$ cat config.mk
export PLATFORM = sky130hd
export DESIGN_NAME = markov_table_merge
export DESIGN_NICKNAME = d
export VERILOG_FILES = /design/src/rtl/markov_table_merge_pkg.sv /design/src/rtl/markov_table_merge_match_finder.sv /design/src/rtl/markov_table_merge.sv
export SDC_FILE = /design/constraint.sdc
export NUM_CORES = 1
export LEC_CHECK = 0
export BUFFER_PORTS_ARGS = -buffer_cell sky130_fd_sc_hd__buf_4
export CORE_MARGIN = 4
export CORE_UTILIZATION = 35
export DETAILED_ROUTE_END_ITERATION = 10
export PLACE_DENSITY = 0.63
export SLEW_MARGIN = 40
export SYNTH_ARGS = -nofsm -noshare
export SYNTH_HDL_FRONTEND = slang
export SYNTH_SLANG_ARGS = --single-unit
$ cat constraint.sdc
create_clock -name clk -period 7.2 [get_ports clk]
set_clock_uncertainty 0.2 [all_clocks]
set_input_delay 0.72 -clock clk [delete_from_list [all_inputs] [get_ports clk]]
set_output_delay 0.72 -clock clk [all_outputs]
set_load 0.01 [all_outputs]
$ cat src/rtl/markov_table_merge_pkg.sv
// Shared definitions for the Markov transition-table merge block.
// Holds the default note/delay/count field widths, the FSM state type and
// small width helpers. The block top and its match-finder import it.
package markov_table_merge_pkg;

    localparam int DEF_SEQUENCE_LEN    = 2;
    localparam int DEF_NOTE_BIT_LEN    = 4;
    localparam int DEF_DELAY_BIT_LEN   = 4;
    localparam int DEF_SEQ_CNT_BIT_LEN = 4;

    typedef enum logic [1:0] {
        ST_IDLE   = 2'd0,
        ST_COPY   = 2'd1,
        ST_MERGE  = 2'd2,
        ST_FINISH = 2'd3
    } merge_state_t;

    function automatic int min_int(input int a, input int b);
        return (a < b) ? a : b;
    endfunction

    // Index width that stays at least one bit wide for single-entry tables.
    function automatic int idx_width(input int n);
        return (n > 1) ? $clog2(n) : 1;
    endfunction

endpackage

$ cat src/rtl/markov_table_merge_match_finder.sv
// Parallel key lookup into the merged output table.
// Ports:
//   i_key        key being folded in
//   i_keys       key fields of every output slot, slot s at [s*KEY_W +: KEY_W]
//   i_out_count  number of valid output slots; slots at or above it never match
//   o_hit        some valid slot holds i_key
//   o_hit_idx    lowest valid slot holding i_key (0 when no hit)
module markov_table_merge_match_finder
    import markov_table_merge_pkg::*;
#(
    parameter  int KEY_W       = 16,
    parameter  int OUT_ENTRIES = 8,
    localparam int OCNT_W      = $clog2(OUT_ENTRIES + 1),
    localparam int HIDX_W      = idx_width(OUT_ENTRIES)
) (
    input  logic [KEY_W-1:0]             i_key,
    input  logic [KEY_W*OUT_ENTRIES-1:0] i_keys,
    input  logic [OCNT_W-1:0]            i_out_count,
    output logic                         o_hit,
    output logic [HIDX_W-1:0]            o_hit_idx
);

    always_comb begin
        o_hit     = 1'b0;
        o_hit_idx = '0;
        // Scan downwards so the lowest matching slot is the last one written.
        for (int s = OUT_ENTRIES - 1; s >= 0; s--) begin
            if ((s < int'(i_out_count)) && (i_keys[s*KEY_W +: KEY_W] == i_key)) begin
                o_hit     = 1'b1;
                o_hit_idx = HIDX_W'(s);
            end
        end
    end

endmodule

$ cat src/rtl/markov_table_merge.sv
// Merges two second-order Markov transition tables into one.
// Table A is copied first, then each valid B entry is folded in: a key hit
// adds B's count (saturating), a miss appends the entry, and a miss on a
// full table drops it and raises overflow.
//
// state  | meaning
// IDLE   | waiting for start; outputs hold the last result
// COPY   | load A snapshot into the output table
// MERGE  | fold B entry idx into the output table, one entry per cycle
// FINISH | done pulse; result final
//
// Ports:
//   clk, reset      clock; synchronous active-low reset
//   start           begin a merge (only looked at in IDLE)
//   markovA/a_count table A and its valid-entry count
//   markovB/b_count table B and its valid-entry count
//   markov          merged table (count in low bits of each entry, key above)
//   out_count       valid entries in markov
//   overflow        at least one entry was dropped for lack of space
//   busy            merge in progress
//   done            one-cycle pulse when markov/out_count are final
module markov_table_merge
    import markov_table_merge_pkg::*;
#(
    parameter  int SEQUENCE_LEN    = DEF_SEQUENCE_LEN,
    parameter  int NOTE_BIT_LEN    = DEF_NOTE_BIT_LEN,
    parameter  int DELAY_BIT_LEN   = DEF_DELAY_BIT_LEN,
    parameter  int SEQ_CNT_BIT_LEN = DEF_SEQ_CNT_BIT_LEN,
    parameter  int A_ENTRIES       = 4,
    parameter  int B_ENTRIES       = 4,
    parameter  int OUT_ENTRIES     = A_ENTRIES + B_ENTRIES,
    localparam int KEY_W           = SEQUENCE_LEN * (NOTE_BIT_LEN + DELAY_BIT_LEN),
    localparam int ENTRY_W         = KEY_W + SEQ_CNT_BIT_LEN,
    localparam int ACNT_W          = $clog2(A_ENTRIES + 1),
    localparam int BCNT_W          = $clog2(B_ENTRIES + 1),
    localparam int OCNT_W          = $clog2(OUT_ENTRIES + 1)
) (
    input  logic                           clk,
    input  logic                           reset,
    input  logic                           start,
    input  logic [ENTRY_W*A_ENTRIES-1:0]   markovA,
    input  logic [ACNT_W-1:0]              a_count,
    input  logic [ENTRY_W*B_ENTRIES-1:0]   markovB,
    input  logic [BCNT_W-1:0]              b_count,
    output logic [ENTRY_W*OUT_ENTRIES-1:0] markov,
    output logic [OCNT_W-1:0]              out_count,
    output logic                           overflow,
    output logic                           busy,
    output logic                           done
);

    localparam int CNT_W  = SEQ_CNT_BIT_LEN;
    localparam int COPY_N = min_int(A_ENTRIES, OUT_ENTRIES);
    localparam int BIDX_W = idx_width(B_ENTRIES);
    localparam int HIDX_W = idx_width(OUT_ENTRIES);

    merge_state_t r_state, w_state_next;

    logic [ENTRY_W*A_ENTRIES-1:0]   r_a;
    logic [ENTRY_W*B_ENTRIES-1:0]   r_b;
    logic [ACNT_W-1:0]              r_a_cnt;
    logic [BCNT_W-1:0]              r_b_cnt;
    logic [BIDX_W-1:0]              r_idx;
    logic [ENTRY_W*OUT_ENTRIES-1:0] r_markov;
    logic [OCNT_W-1:0]              r_out_cnt;
    logic                           r_overflow;

    logic [ACNT_W-1:0]              w_a_cnt_clip;
    logic [BCNT_W-1:0]              w_b_cnt_clip;
    logic                           w_last;
    logic [ENTRY_W-1:0]             w_b_entry;
    logic [KEY_W-1:0]               w_b_key;
    logic [CNT_W-1:0]               w_b_cnt;
    logic [KEY_W*OUT_ENTRIES-1:0]   w_keys;
    logic                           w_hit;
    logic [HIDX_W-1:0]              w_hit_idx;
    logic [CNT_W-1:0]               w_hit_cnt;
    logic [CNT_W:0]                 w_sum;
    logic [CNT_W-1:0]               w_sat;
    logic [ENTRY_W*OUT_ENTRIES-1:0] w_copy_table;
    logic [OCNT_W-1:0]              w_copy_cnt;
    logic                           w_copy_ovf;
    logic [ENTRY_W*OUT_ENTRIES-1:0] w_merge_table;
    logic [OCNT_W-1:0]              w_merge_cnt;
    logic                           w_merge_ovf;

    assign w_a_cnt_clip = (int'(a_count) > A_ENTRIES) ? ACNT_W'(A_ENTRIES) : a_count;
    assign w_b_cnt_clip = (int'(b_count) > B_ENTRIES) ? BCNT_W'(B_ENTRIES) : b_count;
    assign w_last       = (int'(r_idx) == int'(r_b_cnt) - 1);

    always_comb begin
        w_state_next = r_state;
        busy         = 1'b0;
        done         = 1'b0;
        case (r_state)
            ST_IDLE:   if (start) w_state_next = ST_COPY;
            ST_COPY: begin
                busy         = 1'b1;
                w_state_next = (r_b_cnt == '0) ? ST_FINISH : ST_MERGE;
            end
            ST_MERGE: begin
                busy = 1'b1;
                if (w_last) w_state_next = ST_FINISH;
            end
            ST_FINISH: begin
                busy         = 1'b1;
                done         = 1'b1;
                w_state_next = ST_IDLE;
            end
            default:   w_state_next = ST_IDLE;
        endcase
    end

    always_comb begin
        w_b_entry = '0;
        for (int e = 0; e < B_ENTRIES; e++) begin
            if (int'(r_idx) == e) w_b_entry = r_b[e*ENTRY_W +: ENTRY_W];
        end
    end
    assign w_b_key = w_b_entry[ENTRY_W-1 -: KEY_W];
    assign w_b_cnt = w_b_entry[CNT_W-1:0];

    always_comb begin
        w_keys = '0;
        for (int s = 0; s < OUT_ENTRIES; s++) begin
            w_keys[s*KEY_W +: KEY_W] = r_markov[s*ENTRY_W + CNT_W +: KEY_W];
        end
    end

    markov_table_merge_match_finder #(
        .KEY_W       (KEY_W),
        .OUT_ENTRIES (OUT_ENTRIES)
    ) u_match_finder (
        .i_key       (w_b_key),
        .i_keys      (w_keys),
        .i_out_count (r_out_cnt),
        .o_hit       (w_hit),
        .o_hit_idx   (w_hit_idx)
    );

    always_comb begin
        w_hit_cnt = '0;
        for (int s = 0; s < OUT_ENTRIES; s++) begin
            if (int'(w_hit_idx) == s) w_hit_cnt = r_markov[s*ENTRY_W +: CNT_W];
        end
    end
    // One extra bit catches the carry; a carry means clamp to all-ones.
    assign w_sum = {1'b0, w_hit_cnt} + {1'b0, w_b_cnt};
    assign w_sat = w_sum[CNT_W] ? {CNT_W{1'b1}} : w_sum[CNT_W-1:0];

    always_comb begin
        w_copy_table = '0;
        for (int s = 0; s < COPY_N; s++) begin
            if (s < int'(r_a_cnt)) w_copy_table[s*ENTRY_W +: ENTRY_W] = r_a[s*ENTRY_W +: ENTRY_W];
        end
        w_copy_ovf = (int'(r_a_cnt) > OUT_ENTRIES);
        w_copy_cnt = w_copy_ovf ? OCNT_W'(OUT_ENTRIES) : OCNT_W'(r_a_cnt);
    end

    always_comb begin
        w_merge_table = r_markov;
        w_merge_cnt   = r_out_cnt;
        w_merge_ovf   = r_overflow;
        for (int s = 0; s < OUT_ENTRIES; s++) begin
            if (w_hit && (int'(w_hit_idx) == s)) begin
                w_merge_table[s*ENTRY_W +: CNT_W] = w_sat;
            end else if (!w_hit && (int'(r_out_cnt) == s)) begin
                w_merge_table[s*ENTRY_W +: ENTRY_W] = w_b_entry;
            end
        end
        if (!w_hit) begin
            if (int'(r_out_cnt) < OUT_ENTRIES) w_merge_cnt = r_out_cnt + OCNT_W'(1);
            else                               w_merge_ovf = 1'b1;
        end
    end

    always_ff @(posedge clk) begin
        if (!reset) r_state <= ST_IDLE;
        else        r_state <= w_state_next;
    end

    always_ff @(posedge clk) begin
        if (!reset) begin
            r_a        <= '0;
            r_b        <= '0;
            r_a_cnt    <= '0;
            r_b_cnt    <= '0;
            r_idx      <= '0;
            r_markov   <= '0;
            r_out_cnt  <= '0;
            r_overflow <= 1'b0;
        end else begin
            case (r_state)
                ST_IDLE: begin
                    if (start) begin
                        r_a        <= markovA;
                        r_b        <= markovB;
                        r_a_cnt    <= w_a_cnt_clip;
                        r_b_cnt    <= w_b_cnt_clip;
                        r_overflow <= 1'b0;
                    end
                end
                ST_COPY: begin
                    r_markov   <= w_copy_table;
                    r_out_cnt  <= w_copy_cnt;
                    r_overflow <= w_copy_ovf;
                    r_idx      <= '0;
                end
                ST_MERGE: begin
                    r_markov   <= w_merge_table;
                    r_out_cnt  <= w_merge_cnt;
                    r_overflow <= w_merge_ovf;
                    r_idx      <= r_idx + BIDX_W'(1);
                end
                default: ;
            endcase
        end
    end

    assign markov    = r_markov;
    assign out_count = r_out_cnt;
    assign overflow  = r_overflow;

endmodule
==> results of run 1 <==
## Yosys cell counts (all sizes together) (4+ instances only)
library cell	n
o21ai	54
o31a	5
a21boi	33
buf	58
nand2b	13
inv	24
o22a	6
or3	7
o21a	36
clkbuf	122
a211oi	73
a21oi	265
dfxtp	335
nor4	10
nand2	420
ha	19
a31oi	6
nand3b	22
nand4	46
o2111ai	11
and4	5
nor4b	5
nor3b	20
and2	21
and3b	5
o41ai	5
a311oi	16
a22oi	8
a41o	4
xor2	5
mux2i	18
o221ai	4
nor3	22
nor2b	24
mux2	4
xnor2	125
and3	35
o22ai	8
nand3	57
o211a	4
nor2	108
## placed cells by master, fill, tap and decap left out, types with 11 or more instances in the layout
cell       count
nor2b_1       23
clkbuf_16     39
and2_1        19
ha_1          17
nand3_1       56
a211oi_2      64
o2111ai_1     11
and3_1        35
nand3b_1      22
a21boi_0      33
a21oi_1      264
buf_4        371
o21a_1        35
o21ai_0       47
xnor2_1      125
nand2_1      418
a311oi_2      15
mux2i_1       18
nor3b_1       19
nor2_1       103
inv_1         23
dfxtp_1      335
nor3_1        22
nand2b_1      11
nand4_1       46
## per-layer routing
metal / global-route usage [%] / vias to the layer above / routed length [microns]
met5: 0 / - / 0
met4: 9.36 / 0 / 2700
met3: 4.75 / 140 / 5350
met2: 40.6 / 734 / 32100
met1: 34.0 / 7971 / 30100
li1: - / 7800 / -
## sequential cells by signal, summed over array words and instances (netlist names)
signal and flops:
r_a 80, r_b_cnt 3, overflow 1, r_a_cnt 3
markov 160, out_count 4, r_idx 2, r_state 2
r_b 80
## kinds of logic after synthesis
family / synth area share [%]
mux: 1.31
compound gates: 22.6
flops: 39.2
simple gates: 23.4
buf+inv: 5.35
xor+xnor: 6.65
fa+ha+maj: 1.50
## worst reg2reg max path, stage by stage (launching register included)
cell,delay [ps]
dfxtp_1,460
inv_1,130
ha_1,490
nor2_4,590
a311oi_2,190
buf_4,270
xnor2_1,270
nand4_1,160
nor4_2,750
nand2b_1,240
or3b_1,530
a21oi_1,200
nor4bb_1,80
a311o_1,380
fa_1,460
nand2_1,90
nor2_1,40
o21bai_1,680
nand2_1,160
o22a_1,240
a31oi_1,180
## area by class of cell
type / instances / area [sq um]
Fill cell: 4750 / 26700
Multi-Input combinational cell: 1559 / 9650
Sequential cell: 335 / 6710
Timing Repair Buffer: 374 / 2830
Clock buffer: 57 / 1130
Tap cell: 615 / 769
Clock inverter: 13 / 176
Inverter: 25 / 101
## power by group through the flow
| stage | clock network (mW) | registers [mW] | logic [mW] |
|---|---|---|---|
| after floorplan | 0 | 2.58 | 2.76 |
| after global placement | 0 | 2.69 | 3.90 |
| after detailed placement | 0 | 2.70 | 4.00 |
| after CTS | 2.06 | 2.66 | 4.02 |
| after global routing | 2.13 | 2.69 | 4.40 |
| final | 2.03 | 2.67 | 4.07 |
## path summary, 6_finish.rpt
check	from	endpoint	slack [ps]	cells after the start
max reg2reg	r_idx[0]	markov[142]	330	20
min reg2reg	r_b[2]	r_b[2]	260	2
max	r_idx[0]	markov[142]	330	20
min	markovA[42]	r_a[42]	200	3
==> results.sh, run 1 <==
export IMPL_critical_path_class="flop to flop"
export IMPL_ys_warn_count=0
export IMPL_netlist_instances=2099
export IMPL_critical_path_max_stage_delay_ps=750
export IMPL_power_share_sequential_pct=30.4
export IMPL_setup_viol=0
export IMPL_cts_root_buf="clkbuf_16"
export IMPL_clk_path_buf_depth=3
export IMPL_postSynth_asyncResetShare_pct=0
export IMPL_cts_resized=0
export IMPL_numClockSinks=335
export IMPL_hpwl_mm=51.8
export IMPL_grt_max_degree=112
export IMPL_dp_slack_ps=555
export IMPL_setup_tns_ps=0
export IMPL_gp_congestion=0.964
export IMPL_cp_end_kind="flop"
export IMPL_antenna_found_initial=2
export IMPL_pwr_share_clk_pct=23.1
export IMPL_finalInstanceArea_sq_um=21400
export IMPL_synth_edf_count=0
export IMPL_crit_top_cell="nand2_1"
export IMPL_cts_tree="yes"
export IMPL_htreeDepth=2
export IMPL_first_iter_violations=1538
export IMPL_drt_pass1_iter_count=5
export IMPL_clock_latency_ps=560
export IMPL_path_buf_inv=2
export IMPL_fin_util_pct=44.5
export IMPL_status="complete, no violations"
export IMPL_ioPinCount=336
export IMPL_dpl_cell_area_sq_um=20000
export IMPL_wirelength_mm=70.2
export IMPL_crit_path_start_kind="flop"
export IMPL_slew_limit_headroom_pct=38.0
export IMPL_synth_top_flop_cell="dfxtp_1"
export IMPL_whs_ps=204
export IMPL_min_period_over_period_pct=95.4
export IMPL_worst_slack_ps=331
export IMPL_crit_family="simple AND/OR/NAND/NOR gates"
export IMPL_yosys_register_bits=335
export IMPL_seq_area_frac_synth_pct=39.2
export IMPL_tightest_slew_ps=930
export IMPL_fp_dieW_microns=229
export IMPL_die_y_microns=229
export IMPL_slew_violations=0
export IMPL_worstPathCellList="inv_1 -> ha_1 -> nor2_4 -> a311oi_2 -> buf_4 -> xnor2_1 -> nand4_1 -> nor4_2 -> nand2b_1 -> or3b_1 -> a21oi_1 -> nor4bb_1 -> a311o_1 -> fa_1 -> nand2_1 -> nor2_1 -> o21bai_1 -> nand2_1 -> o22a_1 -> a31oi_1"
export IMPL_rows=80
export IMPL_rsz0062_at_grt="false"
export IMPL_drtAntennaViolNets=0
export IMPL_grt_pass1_vias=15900
export IMPL_ys_types=85
export IMPL_grt_usage_pct=25.3
export IMPL_vias=16600
export IMPL_avgSynthCellArea_sq_um=8.16
export IMPL_yosys_area_top_type_share_pct=39.2
export IMPL_worstPathRequired_ps=7470
export IMPL_worstPathMaxFanout=25
export IMPL_fmax_mhz=146
export IMPL_synth_top_area_cell="dfxtp_1"
export IMPL_cts_reportedPaths_clkPinSlew_ps=60
export IMPL_cpMaxStageDelayCell="nor4_2"
export IMPL_start_util_pct=35.6
export IMPL_place_inst=2908
export IMPL_grt_overflow=0
export IMPL_wl_per_cell_microns=23.6
export IMPL_fp_coreArea_sq_um=48000
export IMPL_switching_share_pct=43.5
export IMPL_layout_cells_non_filler=2978
export IMPL_power_density_nw_per_um2=410
export IMPL_p_int_mw=4.95
export IMPL_route_detailed_drc=0
export IMPL_postCtsSetupBuffers=0
export IMPL_max_cap_violations=0
export IMPL_synthesis_nets=2288
export IMPL_pwr_share_comb_pct=46.5
export IMPL_final_hold_viol_count=0
export IMPL_cts_hold_buf=0
export IMPL_power_switching_mw=3.81
export IMPL_worst_ir_drop_vdd_uv=201
export IMPL_synth_area_sq_um=17100
export IMPL_grt_pass1_wl_mm=103
export IMPL_layout_area_overhead_vs_synth_pct=24.7
export IMPL_diodes=0
export IMPL_hp_class="input port to flop"
export IMPL_finalCriticalPeriod_ps=6870
export IMPL_total_power_mw=8.77
export IMPL_fin_nets=2522
export IMPL_drive_gt1_share_pct=23.7
export IMPL_p_leak_nw=8.21
export IMPL_portBuffers=335
export IMPL_synth_area_leaders="dfxtp_1 (39%), nand2_1 (9.2%), a21oi_1 (7.7%), xnor2_1 (6.4%), a211oi_2 (4.7%)"
export IMPL_via_per_inst=5.59
export IMPL_cts_buffers=38
export IMPL_worstPathArrival_ps=7140
export IMPL_die_area_sq_um=52500
No activity file was read; power rests on OpenSTA's default activity.
==> inputs of run 2 (changes only) <==
--- a/config.mk
+++ b/config.mk
@@ -5,10 +5,12 @@
 export SDC_FILE = /design/constraint.sdc
 export NUM_CORES = 1
 export LEC_CHECK = 0
+export ABC_AREA = 1
 export BUFFER_PORTS_ARGS = -buffer_cell sky130_fd_sc_hd__buf_4
 export CORE_MARGIN = 4
 export CORE_UTILIZATION = 35
 export DETAILED_ROUTE_END_ITERATION = 10
+export GPL_TIMING_DRIVEN = 0
 export PLACE_DENSITY = 0.63
 export SLEW_MARGIN = 40
 export SYNTH_ARGS = -nofsm -noshare
==> results.sh, run 2 <==
export IMPL_synth_area_leaders="dfxtp_1 (39%), o21ai_0 (9.6%), nand2_1 (9.2%), nor2_1 (9.1%), a21oi_1 (5.6%)"
export IMPL_crit_path_start_kind="flop"
export IMPL_synth_cells_most_frequent="nand2_1 (416), nor2_1 (412), dfxtp_1 (335), o21ai_0 (328), a21oi_1 (189)"
export IMPL_yosys_area_top_type_share_pct=39.4
export IMPL_yosys_register_bits=335
export IMPL_postCtsSetupBuffers=0
export IMPL_layout_common_cells="nand2_1 (416), nor2_1 (410), buf_4 (343)"
export IMPL_p_leak_nw=9.34
export IMPL_synth_top_family_by_area="simple AND/OR/NAND/NOR gates"
export IMPL_hp_class="input port to flop"
export IMPL_layout_commonest_cell="nand2_1"
export IMPL_critical_path_class="flop to flop"
export IMPL_max_cap_violations=0
export IMPL_slew_limit_headroom_pct=36.4
export IMPL_ioPinCount=336
export IMPL_postSynth_asyncResetShare_pct=0
export IMPL_pwr_share_comb_pct=56.4
export IMPL_route_detailed_drc=0
export IMPL_synth_area_sq_um=17000
export IMPL_wirelength_mm=80.2
export IMPL_fin_util_pct=45.2
export IMPL_ys_types=58
export IMPL_finalCriticalPeriod_ps=6530
export IMPL_pwr_share_clk_pct=16.9
export IMPL_worstPathArrival_ps=6800
export IMPL_layout_area_overhead_vs_synth_pct=27.0
export IMPL_grt_pass1_vias=18200
export IMPL_die_area_sq_um=52200
export IMPL_fin_nets=3030
export IMPL_htreeDepth=2
export IMPL_path_buf_inv=7
export IMPL_wl_per_cell_microns=23.0
export IMPL_final_hold_viol_count=0
export IMPL_grt_overflow=0
export IMPL_slew_violations=0
export IMPL_crit_top_cell="nand2_1"
export IMPL_cpMaxStageDelayCell="nor3_1"
export IMPL_synth_xor_area_share_pct=2.32
export IMPL_cts_hold_buf=0
export IMPL_crit_family="simple AND/OR/NAND/NOR gates"
export IMPL_gp_congestion=0.965
export IMPL_p_int_mw=6.04
export IMPL_rsz0062_at_grt="false"
export IMPL_die_y_microns=228
export IMPL_first_iter_violations=2014
export IMPL_min_period_over_period_pct=90.7
export IMPL_worstPathMaxFanout=10
export IMPL_worstPathRequired_ps=7470
export IMPL_setup_tns_ps=0
export IMPL_synth_top_area_cell="dfxtp_1"
export IMPL_cp_end_kind="flop"
export IMPL_clk_path_buf_depth=3
export IMPL_clock_latency_ps=580
export IMPL_cts_reportedPaths_clkPinSlew_ps=70
export IMPL_grt_max_degree=15
export IMPL_synth_fa_ha_area_share_pct=1.52
export IMPL_cts_resized=0
export IMPL_fmax_mhz=153
export IMPL_synth_area_mux_share_pct=0
export IMPL_cts_buffers=38
export IMPL_synth_compound_area_share_pct=21.3
export IMPL_antenna_found_initial=1
export IMPL_whs_ps=204
export IMPL_worst_ir_drop_vdd_uv=281
export IMPL_netlist_instances=2467
export IMPL_synthesis_nets=2656
export IMPL_cts_root_buf="clkbuf_16"
export IMPL_grt_usage_pct=29.1
export IMPL_grt_pass1_wl_mm=115
export IMPL_synth_edf_count=0
export IMPL_drive_gt1_share_pct=18.6
export IMPL_start_util_pct=35.6
export IMPL_yosys_cell_count_top_type="nand2_1"
export IMPL_fp_dieW_microns=228
export IMPL_vias=19100
export IMPL_synth_top_flop_cell="dfxtp_1"
export IMPL_synth_simple_gate_area_share_pct=27.2
export IMPL_critical_path_max_stage_delay_ps=550
export IMPL_drt_pass1_iter_count=6
export IMPL_cts_tree="yes"
export IMPL_drtAntennaViolNets=0
export IMPL_ys_warn_count=0
export IMPL_via_per_inst=5.48
export IMPL_tightest_slew_ps=953
export IMPL_status="complete, no violations"
export IMPL_rows=80
export IMPL_total_power_mw=12.1
export IMPL_setup_viol=0
export IMPL_seq_area_frac_synth_pct=39.4
export IMPL_hpwl_mm=61.8
export IMPL_power_switching_mw=6.11
export IMPL_power_share_sequential_pct=26.7
export IMPL_fp_coreArea_sq_um=47800
export IMPL_avgSynthCellArea_sq_um=6.90
export IMPL_numClockSinks=335
export IMPL_portBuffers=334
export IMPL_switching_share_pct=50.3
export IMPL_largest_reg_flops=160
export IMPL_power_density_nw_per_um2=562
## run 2: cell types whose count changed in the layout (fill, tap and decap cells not counted), moves of 31 or more
cell      delta
xnor2_1    -105
inv_1      +127
clkbuf_1    +81
a211oi_2    -64
a21oi_1     -75
o21a_1      -31
a21boi_0    -33
nor2_1     +307
o21ai_0    +280
and3_1      -33
o21ai_1     +56
a31oi_1     +53
nand3_1     +35
## run 2: layout make-up
type	count	area (sq um)
Buffer	140	738
Inverter	173	657
Sequential cell	335	6710
Multi-Input combinational cell	1819	8930
Timing Repair Buffer	334	2510
Fill cell	4994	26200
Antenna cell	1	2.50
Clock buffer	51	1090
Clock inverter	15	206
Tap cell	615	769
## run 2: per-stage QoR
step	cell area, sq um	setup WS, ps	instances
floorplan	17000	2470	2467
global placement	20300	1010	3416
detailed placement	20300	894	3416
CTS	21600	879	3482
global route	21600	260	3482
finish	21600	672	3483
## run 2: kinds of logic (layout without fill, tap and decap cells)
family,count (synthesis),in the layout
xor+xnor,45,45
flops,335,335
fa+ha+maj,20,20
buf+inv,313,713
simple gates,1073,1073
compound gates,681,681
other cells,0,1
## run 2: power by group through the flow
| stage | clock network (mW) | registers (mW) | logic [mW] |
|---|---|---|---|
| after floorplan | 0 | 3.12 | 4.03 |
| after global placement | 0 | 3.24 | 6.60 |
| after detailed placement | 0 | 3.24 | 6.68 |
| after CTS | 2.06 | 3.20 | 6.71 |
| after global routing | 2.14 | 3.29 | 7.41 |
| final | 2.06 | 3.24 | 6.85 |
## run 2: metal layers
metal | vias to the layer above | GRT usage (%) | share of wire (%)
met4 | 0 | 12.8 | 4.9
met5 | - | 0 | 0
met2 | 986 | 46.3 | 44
li1 | 8958 | - | -
met3 | 205 | 5.91 | 9.0
met1 | 8937 | 38.2 | 42
## run 2: worst register-to-register path: cells and delay by family (launching register included)
family                     cells  cell delay (ps)
DFF                            1              440
and+or+nand+nor               18             2190
AOI/OAI and AO/OA              6             1400
buffers and inverters          7             1370
adders and majority gates      3              810
## run 2: path summary, 6_finish.rpt
kind,from,to,slack [ps],cells after the start
worst max-delay path,r_idx[0],markov[43],670,34
worst min-delay path,markovA[50],r_a[50],200,3
worst max register to register,r_idx[0],markov[43],670,34
worst min register to register,r_b[26],r_b[26],260,2
